$ cat src/rtl/pipeline_ctrl_pkg.sv
// Shared types and defaults for the pipeline sequencer.
package pipeline_ctrl_pkg;

    typedef enum logic [1:0] {
        RUN,
        DRAIN,
        HALTED
    } ctrl_state_t;

    localparam int unsigned DRAIN_DEPTH_DEFAULT = 3;

endpackage

$ cat src/rtl/pipeline_ctrl_sat_counter.sv
// Saturating up-counter with a 0..3 increment per cycle; sticks at all-ones.
module sat_counter #(
    parameter int unsigned W = 32
) (
    input  logic         clk,
    input  logic         rst_n,
    input  logic         en,
    input  logic [1:0]   inc,
    output logic [W-1:0] count
);

    logic [W-1:0] count_q, count_d;
    logic [W:0]   sum;

    always_comb begin
        sum     = {1'b0, count_q} + (W+1)'(inc);
        count_d = sum[W] ? {W{1'b1}} : sum[W-1:0];
    end

    always_ff @(posedge clk or negedge rst_n) begin
        if (!rst_n) begin
            count_q <= '0;
        end else if (en) begin
            count_q <= count_d;
        end
    end

    assign count = count_q;

endmodule

$ cat src/rtl/pipeline_ctrl.sv
// Stage-register load/flush sequencer: memory stalls, load-use bubbles, branch
// squashes, halt drain, and stall/bubble performance counters.
module pipeline_ctrl
    import pipeline_ctrl_pkg::*;
#(
    parameter int unsigned CNT_W       = 32,
    parameter int unsigned DRAIN_DEPTH = DRAIN_DEPTH_DEFAULT
) (
    input  logic             clk,
    input  logic             rst_n,
    input  logic             imem_busy,
    input  logic             imem_resp,
    input  logic             dmem_req,
    input  logic             dmem_resp,
    input  logic             id_ex_is_load,
    input  logic [4:0]       id_ex_rd,
    input  logic [4:0]       if_id_rs1,
    input  logic [4:0]       if_id_rs2,
    input  logic             if_id_use_rs1,
    input  logic             if_id_use_rs2,
    input  logic             ex_br_taken,
    input  logic             halt_id,
    output logic             load_pc,
    output logic             load_if_id,
    output logic             load_id_ex,
    output logic             load_ex_mem,
    output logic             load_mem_wb,
    output logic             flush_if_id,
    output logic             flush_id_ex,
    output logic             halted,
    output logic [CNT_W-1:0] stall_cnt,
    output logic [CNT_W-1:0] bubble_cnt
);

    localparam int unsigned DW = $clog2(DRAIN_DEPTH + 1);

    ctrl_state_t   state_q, state_d;
    logic [DW-1:0] drain_q, drain_d;
    logic          mem_stall;
    logic          load_use;
    logic [1:0]    stall_inc;
    logic [1:0]    bubble_inc;

    assign mem_stall = (imem_busy & ~imem_resp) | (dmem_req & ~dmem_resp);
    assign load_use  = id_ex_is_load & (id_ex_rd != 5'd0) &
                       ((if_id_use_rs1 & (if_id_rs1 == id_ex_rd)) |
                        (if_id_use_rs2 & (if_id_rs2 == id_ex_rd)));

    always_ff @(posedge clk or negedge rst_n) begin
        if (!rst_n) begin
            state_q <= RUN;
            drain_q <= '0;
        end else begin
            state_q <= state_d;
            drain_q <= drain_d;
        end
    end

    always_comb begin
        state_d = state_q;
        drain_d = drain_q;
        unique case (state_q)
            RUN: begin
                // A halt sitting behind a taken branch is on the wrong path.
                if (!mem_stall && halt_id && !ex_br_taken) begin
                    state_d = DRAIN;
                    drain_d = DW'(DRAIN_DEPTH);
                end
            end
            DRAIN: begin
                if (!mem_stall) begin
                    if (drain_q == DW'(1)) begin
                        state_d = HALTED;
                    end
                    drain_d = drain_q - DW'(1);
                end
            end
            HALTED:  ;
            default: state_d = RUN;
        endcase
    end

    always_comb begin
        load_pc     = 1'b0;
        load_if_id  = 1'b0;
        load_id_ex  = 1'b0;
        load_ex_mem = 1'b0;
        load_mem_wb = 1'b0;
        flush_if_id = 1'b0;
        flush_id_ex = 1'b0;
        halted      = 1'b0;
        stall_inc   = 2'd0;
        bubble_inc  = 2'd0;
        if (rst_n) begin
            unique case (state_q)
                RUN: begin
                    if (mem_stall) begin
                        stall_inc = 2'd1;
                    end else if (ex_br_taken) begin
                        {load_pc, load_if_id, load_id_ex, load_ex_mem, load_mem_wb} = '1;
                        flush_if_id = 1'b1;
                        flush_id_ex = 1'b1;
                        bubble_inc  = 2'd2;
                    end else if (load_use) begin
                        {load_id_ex, load_ex_mem, load_mem_wb} = '1;
                        flush_id_ex = 1'b1;
                        bubble_inc  = 2'd1;
                    end else begin
                        {load_pc, load_if_id, load_id_ex, load_ex_mem, load_mem_wb} = '1;
                    end
                end
                DRAIN: begin
                    // Front end is frozen; only ID/EX onward keeps moving.
                    if (mem_stall) begin
                        stall_inc = 2'd1;
                    end else if (load_use) begin
                        {load_id_ex, load_ex_mem, load_mem_wb} = '1;
                        flush_id_ex = 1'b1;
                        bubble_inc  = 2'd1;
                    end else begin
                        {load_id_ex, load_ex_mem, load_mem_wb} = '1;
                    end
                end
                HALTED:  halted = 1'b1;
                default: ;
            endcase
        end
    end

    sat_counter #(
        .W (CNT_W)
    ) u_stall_cnt (
        .clk   (clk),
        .rst_n (rst_n),
        .en    (stall_inc != 2'd0),
        .inc   (stall_inc),
        .count (stall_cnt)
    );

    sat_counter #(
        .W (CNT_W)
    ) u_bubble_cnt (
        .clk   (clk),
        .rst_n (rst_n),
        .en    (bubble_inc != 2'd0),
        .inc   (bubble_inc),
        .count (bubble_cnt)
    );

endmodule

$ cat config.mk
export PLATFORM = sky130hd
export DESIGN_NAME = pipeline_ctrl
export DESIGN_NICKNAME = d
export VERILOG_FILES = /design/src/rtl/pipeline_ctrl_pkg.sv /design/src/rtl/pipeline_ctrl_sat_counter.sv /design/src/rtl/pipeline_ctrl.sv
export SDC_FILE = /design/constraint.sdc
export NUM_CORES = 1
export LEC_CHECK = 0
export ABC_AREA = 1
export CAP_MARGIN = 20
export CORE_MARGIN = 2
export CORE_UTILIZATION = 48
export CTS_CLUSTER_SIZE = 10
export DETAILED_ROUTE_END_ITERATION = 7
export PLACE_DENSITY = 0.78
export SETUP_SLACK_MARGIN = 0.1
export SKIP_LAST_GASP = 1
export SLEW_MARGIN = 20
export SYNTH_ARGS = -nofsm -noshare
export SYNTH_HDL_FRONTEND = slang
export SYNTH_SLANG_ARGS = --single-unit
$ cat constraint.sdc
create_clock -name clk -period 2.4 [get_ports clk]
set_input_delay 0.48 -clock clk [delete_from_list [all_inputs] [get_ports clk]]
set_output_delay 0.48 -clock clk [all_outputs]
set_load 0.005 [all_outputs]
## Yosys cells after proc, flatten, opt, wreduce, memory -nomap -nowiden

Cells that the tools add are included.
Widths: inputs -> output; s select.

| storage, ports and cells | value |
|---|---|
| input port bits | 26 |
| register bits | 68 |
| output and inout bits | 72 |

| operators by class | value |
|---|---|
| bitwise operators | 11 |
| equal/unequal tests | 8 |
| muxes and demuxes | 38 |
| add/sub/neg operators | 3 |
| reduce and logical (&&, ||, !) cells | 12 |

Operators with widths:

| cell | number |
|---|---|
| $mux 32 | 2 |
| $add 32x1->33 | 1 |
| $add 32x2->33 | 1 |
| $mux 1 | 24 |
| $mux 2 | 8 |
| $eq 5x5->1 | 2 |
| $pmux 2 s2 | 2 |
| $and 1x1->1 | 6 |
| $ne 2x2->1 const B | 3 |
| $pmux 2 s3 | 1 |
| $reduce_bool 2->1 | 3 |
| $reduce_bool 5->1 | 1 |
| $eq 2x1->1 const B | 2 |
| $reduce_and 4->1 | 1 |
| $not 1->1 | 3 |
| $reduce_and 3->1 | 1 |
| $eq 2x2->1 const B | 1 |
| $logic_and 1x1->1 | 2 |
| $logic_not 1->1 | 2 |
| $logic_not 2->1 | 1 |
| $or 1x1->1 | 2 |
| $pmux 1 s2 | 1 |
| $reduce_or 2->1 | 1 |
| $sub 2x1->2 const B | 1 |

## Longest topological paths before layout

| depth | value |
|---|---|
| depth after elaboration | 11 |
| mapped depth | 19 |
| gate-level depth less buffers | 19 |

## Hierarchy

Synthesis repeated with hierarchy kept, for this count alone.

| unflattened totals | value |
|---|---|
| cells, all modules | 651 |
| area, all modules | 4491.8 um^2 |

Modules (own cells, without submodules):

| module | area each (um^2) | instances | cells an instance |
|---|---|---|---|
| sat_counter at u_bubble_cnt | 1974.4 | 1 | 272 |
| sat_counter at u_stall_cnt | 1974.4 | 1 | 273 |
| pipeline_ctrl | 543.0 | 1 | 106 |

## Least setup slack after synthesis

OpenSTA, ideal clock, no wires.

| timing path | value |
|---|---|
| path kind | input port to flip-flop |
| start | input port imem_resp |
| end | register u_bubble_cnt.count_q[2], in the netlist u_bubble_cnt.count[2] |
| required time | 2334 ps |
| path slack | -446 ps |
| stages on the path | 17 |
| buffers on the path | 1 |
| arrival | 2780 ps |
| path through | inv_1 nand2_1 nand2_1 nor3_1 nand4_1 a21oi_1 ha_1 inv_1 fa_1 nor2_1 nand2_1 nor2_1 nand2_1 buf_2 o21ai_0 nand3_1 nand2_1 |

| on the way | value |
|---|---|
| cells in the longest elaborated chain, start to end | 8 |
| elaborated cells on any way between the ends | 10 |

RTL lines:

| what | line | source |
|---|---|---|
| start, declared | pipeline_ctrl.sv:12 | `input logic imem_resp,` |
| $not 1->1 * | pipeline_ctrl.sv:44 | `assign mem_stall = (imem_busy & ~imem_resp) \| (dmem_req & ~dmem_resp);` |
| $and 1x1->1 * | pipeline_ctrl.sv:44 |  |
| $or 1x1->1 * | pipeline_ctrl.sv:44 |  |
| $mux 1 or $mux 2 (tied branches) | pipeline_ctrl.sv:114, pipeline_ctrl.sv:97 |  |
| $pmux 2 s2 * | pipeline_ctrl.sv:95 | `unique case (state_q)` |
| $mux 2 * | pipeline_ctrl.sv:94 | `if (rst_n) begin` |
| $add 32x2->33 | pipeline_ctrl_sat_counter.sv:16 | `sum = {1'b0, count_q} + (W+1)'(inc);` |
| $mux 32 | pipeline_ctrl_sat_counter.sv:17 | `count_d = sum[W] ? {W{1'b1}} : sum[W-1:0];` |
| end signal, assigned | pipeline_ctrl_sat_counter.sv:24 | `count_q <= count_d;` |
| end, declared | pipeline_ctrl_sat_counter.sv:12 | `logic [W-1:0] count_q, count_d;` |

Mark *: on every way between the ends. The rest lies on a longest branch, timed or not.
A chain may end at the register's enable or synchronous reset.

## Worst setup path in the final report

| timing path | value |
|---|---|
| start | input port id_ex_rd[3] |
| end | register u_bubble_cnt.count_q[5], in the netlist u_bubble_cnt.count[5] |

| on the way | value |
|---|---|
| cells in the longest elaborated chain, start to end | 11 |
| elaborated cells on any way between the ends | 17 |

RTL lines:

| what | line | source |
|---|---|---|
| start, declared | pipeline_ctrl.sv:16 | `input logic [4:0] id_ex_rd,` |
| $eq 5x5->1, on equally long branches | pipeline_ctrl.sv:46, pipeline_ctrl.sv:47 |  |
| $and 1x1->1, on equally long branches | pipeline_ctrl.sv:46, pipeline_ctrl.sv:47 |  |
| $or 1x1->1 | pipeline_ctrl.sv:46 | `((if_id_use_rs1 & (if_id_rs1 == id_ex_rd)) \|` |
| $and 1x1->1 * | pipeline_ctrl.sv:45 | `assign load_use = id_ex_is_load & (id_ex_rd != 5'd0) &` |
| $mux 1 * | pipeline_ctrl.sv:104, pipeline_ctrl.sv:116 |  |
| $mux 2 | pipeline_ctrl.sv:99 | `end else if (ex_br_taken) begin` |
| $mux 2 | pipeline_ctrl.sv:97 | `if (mem_stall) begin` |
| $pmux 2 s2 * | pipeline_ctrl.sv:95 |  |
| $mux 2 * | pipeline_ctrl.sv:94 |  |
| $add 32x2->33 | pipeline_ctrl_sat_counter.sv:16 |  |
| $mux 32 | pipeline_ctrl_sat_counter.sv:17 |  |

Marked as above.

==> out/metrics.csv <==
stage,metric,value,unit
finish,fraction of final layout cells sized beyond drive strength 1,25.29,%
critical_path,slowest cell delay on critical path,380,ps
logic_synthesis,"FF+latch count, synth",68,
timing,maximum clock frequency,400.3,MHz
grt,met3 usage in global routing,4.169,%
finish,combined area of the multi-input logic cells,3401,µm²
finish,final design utilization,73.06,%
power,leakage power figure,3.627,nW
grt,Tot GR Track Use,27.94,%
floorplanning,die extent in y,106.2,µm
placed_design,HPWL after detailed placement,10.92,mm
critical_path,critical path endpoint category,flip-flop,
grt,GRT met1 Usage,33.80,%
critical_path,slack of the worst reg-to-reg path,-80,ps
timing,Relative slew margins,41.48,%
routing,DRT antenna net count,0,
logic_synthesis,Post-Syn Area,5015,µm²
routing,mean routed wirelength per cell,14.63,µm
clock_network,maximum clock insertion buffer count,2,
finish,number of fill cells in the layout,794,
finish,antenna cells,0,
critical_path,CP Launch Type,primary input,
grt,number of antenna violations at the first check in global routing,0,
floorplanning,die boundary width,106.2,µm
clock_network,CTS tree,yes,
critical_path,Buffers & Inverters on Critical Path,4,
clock_network,number of sinks on the clock net,68,
clock_network,insertion delay of the later-clocked pin in the worst-skew pair,380,ps
floorplanning,core area,10230,µm²
critical_path,most prevalent standard cell on the critical path,sky130_fd_sc_hd__nand2_2,
routing,first-pass iteration count of the detailed router,5,
routing,detailed-route wire length,16.05,mm
run,MaxCap Viol Count,0,
timing,final critical-path required period,2498,ps
routing,count of unresolved DRC violations after routing,0,
critical_path,worst path required time,2710,ps
critical_path,crit path cell chain,buf_8 -> inv_8 -> nand2_2 -> nand2_2 -> nor2_4 -> nand3_2 -> nand2_2 -> nand4_1 -> a21oi_2 -> ha_2 -> inv_2 -> fa_2 -> nor2_4 -> nand2_2 -> nor2_4 -> nand2_4 -> buf_12 -> nand3_4 -> nand3_2 -> nand2_2,
timing,measured slew at the worst slew-check pin,877.8,ps
timing,final slew viol count,0,
logic_synthesis,library cells used by synthesis,31,
routing,First DRT Iteration DRCs,244,
grt,vias in the first global route,5466,
timing,fin crit share,104.1,%
critical_path,arrival time of the worst setup path,2810,ps
critical_path,WS Path Type,primary input to flip-flop,
placed_design,DP Worst Slack,-1060,ps
logic_synthesis,synthesized instance count,798,
placed_design,quantity of I/O buffers inserted on ports,97,
logic_synthesis,Synth warnings,0,
floorplanning,Top Ports,98,
clock_network,"Reg clk slew, reported paths",90,ps
grt,maximum number of pins on one net before global-route repair,69,
finish,number of nets at the end of the flow,988,
routing,detail-routed via count per cell,5.351,
critical_path,maximum fanout count along the critical path,8,
timing,count of final hold-check violations,0,
grt,final global-route overflow total,0,
grt,Top Usage Layer GRT,met2,
critical_path,Critical Path Slowest Stage Cell,sky130_fd_sc_hd__fa_2,
logic_synthesis,Yosys top cell area share,33.93,%
grt,global routing met2 resource utilization,48.99,%
status,violations in the final reports,setup timing,
clock_network,clock tree root driver cell,sky130_fd_sc_hd__clkbuf_8,
timing,final setup slack of the worst path,-98.00,ps
power,worst voltage drop across the vdd grid,0.0004344,V
timing,unrepaired setup endpoints after global routing,yes,
timing,Max Clock Skew,16.63,ps
placed_design,weighted congestion reported at the end of routability-driven placement,0.9446,
floorplanning,site row count,37,
logic_synthesis,syn_area_per_cell,6.284,µm²
clock_network,htree depth,3,
clock_network,cts bufs inserted,9,
routing,routed via count,5870,
timing,number of setup violations in the final report,31,
timing,post-route worst hold slack,348.6,ps
logic_synthesis,fraction of the yosys area taken by sequential cells,33.93,%
logic_synthesis,dominant cells by area after synthesis,"sky130_fd_sc_hd__dfrtp_1 (34%), sky130_fd_sc_hd__nand2_1 (24%), sky130_fd_sc_hd__nand3_1 (11%)",
grt,wire length of the first global-routing pass,25.19,mm
logic_synthesis,number of nets produced by synthesis,830,
logic_synthesis,top cell type by total area after synthesis,sky130_fd_sc_hd__dfrtp_1,
finish,Sequential Area,1704,µm²
floorplanning,Total Die Area,11280,µm²
worst_hold_path,type of the worst min-delay path,primary input to asynchronous set/reset pin,
critical_path,gate family responsible for the most delay along the worst path,simple AND/OR/NAND/NOR gates,
floorplanning,effective utilization at floorplan,49.02,%
finish,Area growth syn-to-layout,49.05,%
status,result of the run,"finished, violations left",
power,power density over cell area,446.4,nW/µm²
==> synth_stat cells (all sizes together) <==
master	count
a21oi	3
a22o	1
and2	1
buf	15
clkbuf	4
dfrtp	68
fa	1
ha	5
inv	83
nand2	317
nand3	111
nand3b	15
nand4	20
nor2	99
nor3	15
nor3b	3
nor4	1
o21ai	16
or2	10
xnor2	5
xor2	5
==> cell type report <==
type | instances | area share, %
multi-input combinational | 628 | 45.50
sequential | 68 | 22.80
timing repair buffer | 166 | 21.54
inverter | 83 | 4.888
tap | 136 | 2.277
clock buffer | 9 | 1.657
clock inverter | 7 | 1.339
==> per-layer routing <==
metal  vias to the layer above  part of all wire (%)
met1                      2772                    40
met5                         -                     0
met2                       214                    51
met4                         0                   3.0
met3                        37                   5.8
li1                       2847                     -
==> cell families after synthesis <==
| kind of cell | Yosys count | share of synthesized area [%] |
|---|---|---|
| and+or+nand+nor | 592 | 52.32 |
| buffers and inverters | 102 | 8.283 |
| DFF | 68 | 33.93 |
| AOI/OAI and AO/OA | 20 | 2.071 |
| xor gates and xnor gates | 10 | 1.746 |
| adders and majority gates | 6 | 1.647 |
==> final timing paths <==
| path | cells past startpoint | from | end |
|---|---|---|---|
| worst max-delay path | 20 | id_ex_rd[3] | u_bubble_cnt.count[5] |
| worst min-delay path | 2 | rst_n | u_bubble_cnt.count[11] |
| worst max register to register | 15 | state_q[1] | u_bubble_cnt.count[5] |
| worst min register to register | 2 | drain_q[1] | drain_q[1] |
| max in group asynchronous | 2 | rst_n | state_q[1] |
| min in group clk | 2 | drain_q[1] | drain_q[1] |
==> layout by cell type (no fill, tap or decap), types with 6 or more instances in the layout <==
master                            Yosys  final
sky130_fd_sc_hd__buf_2               11      6
sky130_fd_sc_hd__buf_4                3     60
sky130_fd_sc_hd__buf_6                1      8
sky130_fd_sc_hd__buf_8                0      6
sky130_fd_sc_hd__clkbuf_8             0      9
sky130_fd_sc_hd__clkdlybuf4s50_1      0     67
sky130_fd_sc_hd__dfrtp_1             68     66
sky130_fd_sc_hd__inv_1               81     61
sky130_fd_sc_hd__inv_2                2     10
sky130_fd_sc_hd__inv_4                0      6
sky130_fd_sc_hd__nand2_1            316    289
sky130_fd_sc_hd__nand2_2              0     21
sky130_fd_sc_hd__nand2_4              1      7
sky130_fd_sc_hd__nand3_1            109     65
sky130_fd_sc_hd__nand3_2              0     38
sky130_fd_sc_hd__nand3_4              2      8
sky130_fd_sc_hd__nand3b_1            15     15
sky130_fd_sc_hd__nand4_1             20     20
sky130_fd_sc_hd__nor2_1              94     76
sky130_fd_sc_hd__nor2_2               1     11
sky130_fd_sc_hd__nor2_4               4     12
sky130_fd_sc_hd__nor3_1              14     13
sky130_fd_sc_hd__o21ai_0             16     10
sky130_fd_sc_hd__or2_2                8      8
==> power breakdown <==
group / total, W / switching, W / internal (W) / leakage (nW)
registers: 0.00132 / 0.000103 / 0.00121 / 0.931
clock network: 0.00110 / 0.000512 / 0.000590 / 0.102
logic: 0.000917 / 0.000464 / 0.000453 / 2.59
==> registers in the layout (all words and copies together), names as in the netlist <==
register	count
u_bubble_cnt.count	32
u_stall_cnt.count	32
drain_q	2
state_q	2
==> what timing repair did <==
item,in CTS,in global routing
gates cloned,2,1
gates resized for setup,105,100
buffers inserted,6,12
pin swaps,38,55
endpoints found under the hold margin,0,0
hold buffers,0,0
endpoints found under the setup margin,59,70
==> metrics by stage <==
stage	area [µm²]	setup TNS, ps	instances	total power [W]
3_3_place_gp	6711	-39060	1060	0.002050
6_report	7475	-2306	1097	0.003336
5_1_grt	7475	-9075	1097	0.003483
2_1_floorplan	5323	-3650	798	0.001693
3_5_place_dp	6711	-43310	1060	0.002072
4_1_cts	7059	-2777	1084	0.003191
Note: power is estimated with default switching activity, not from simulation.
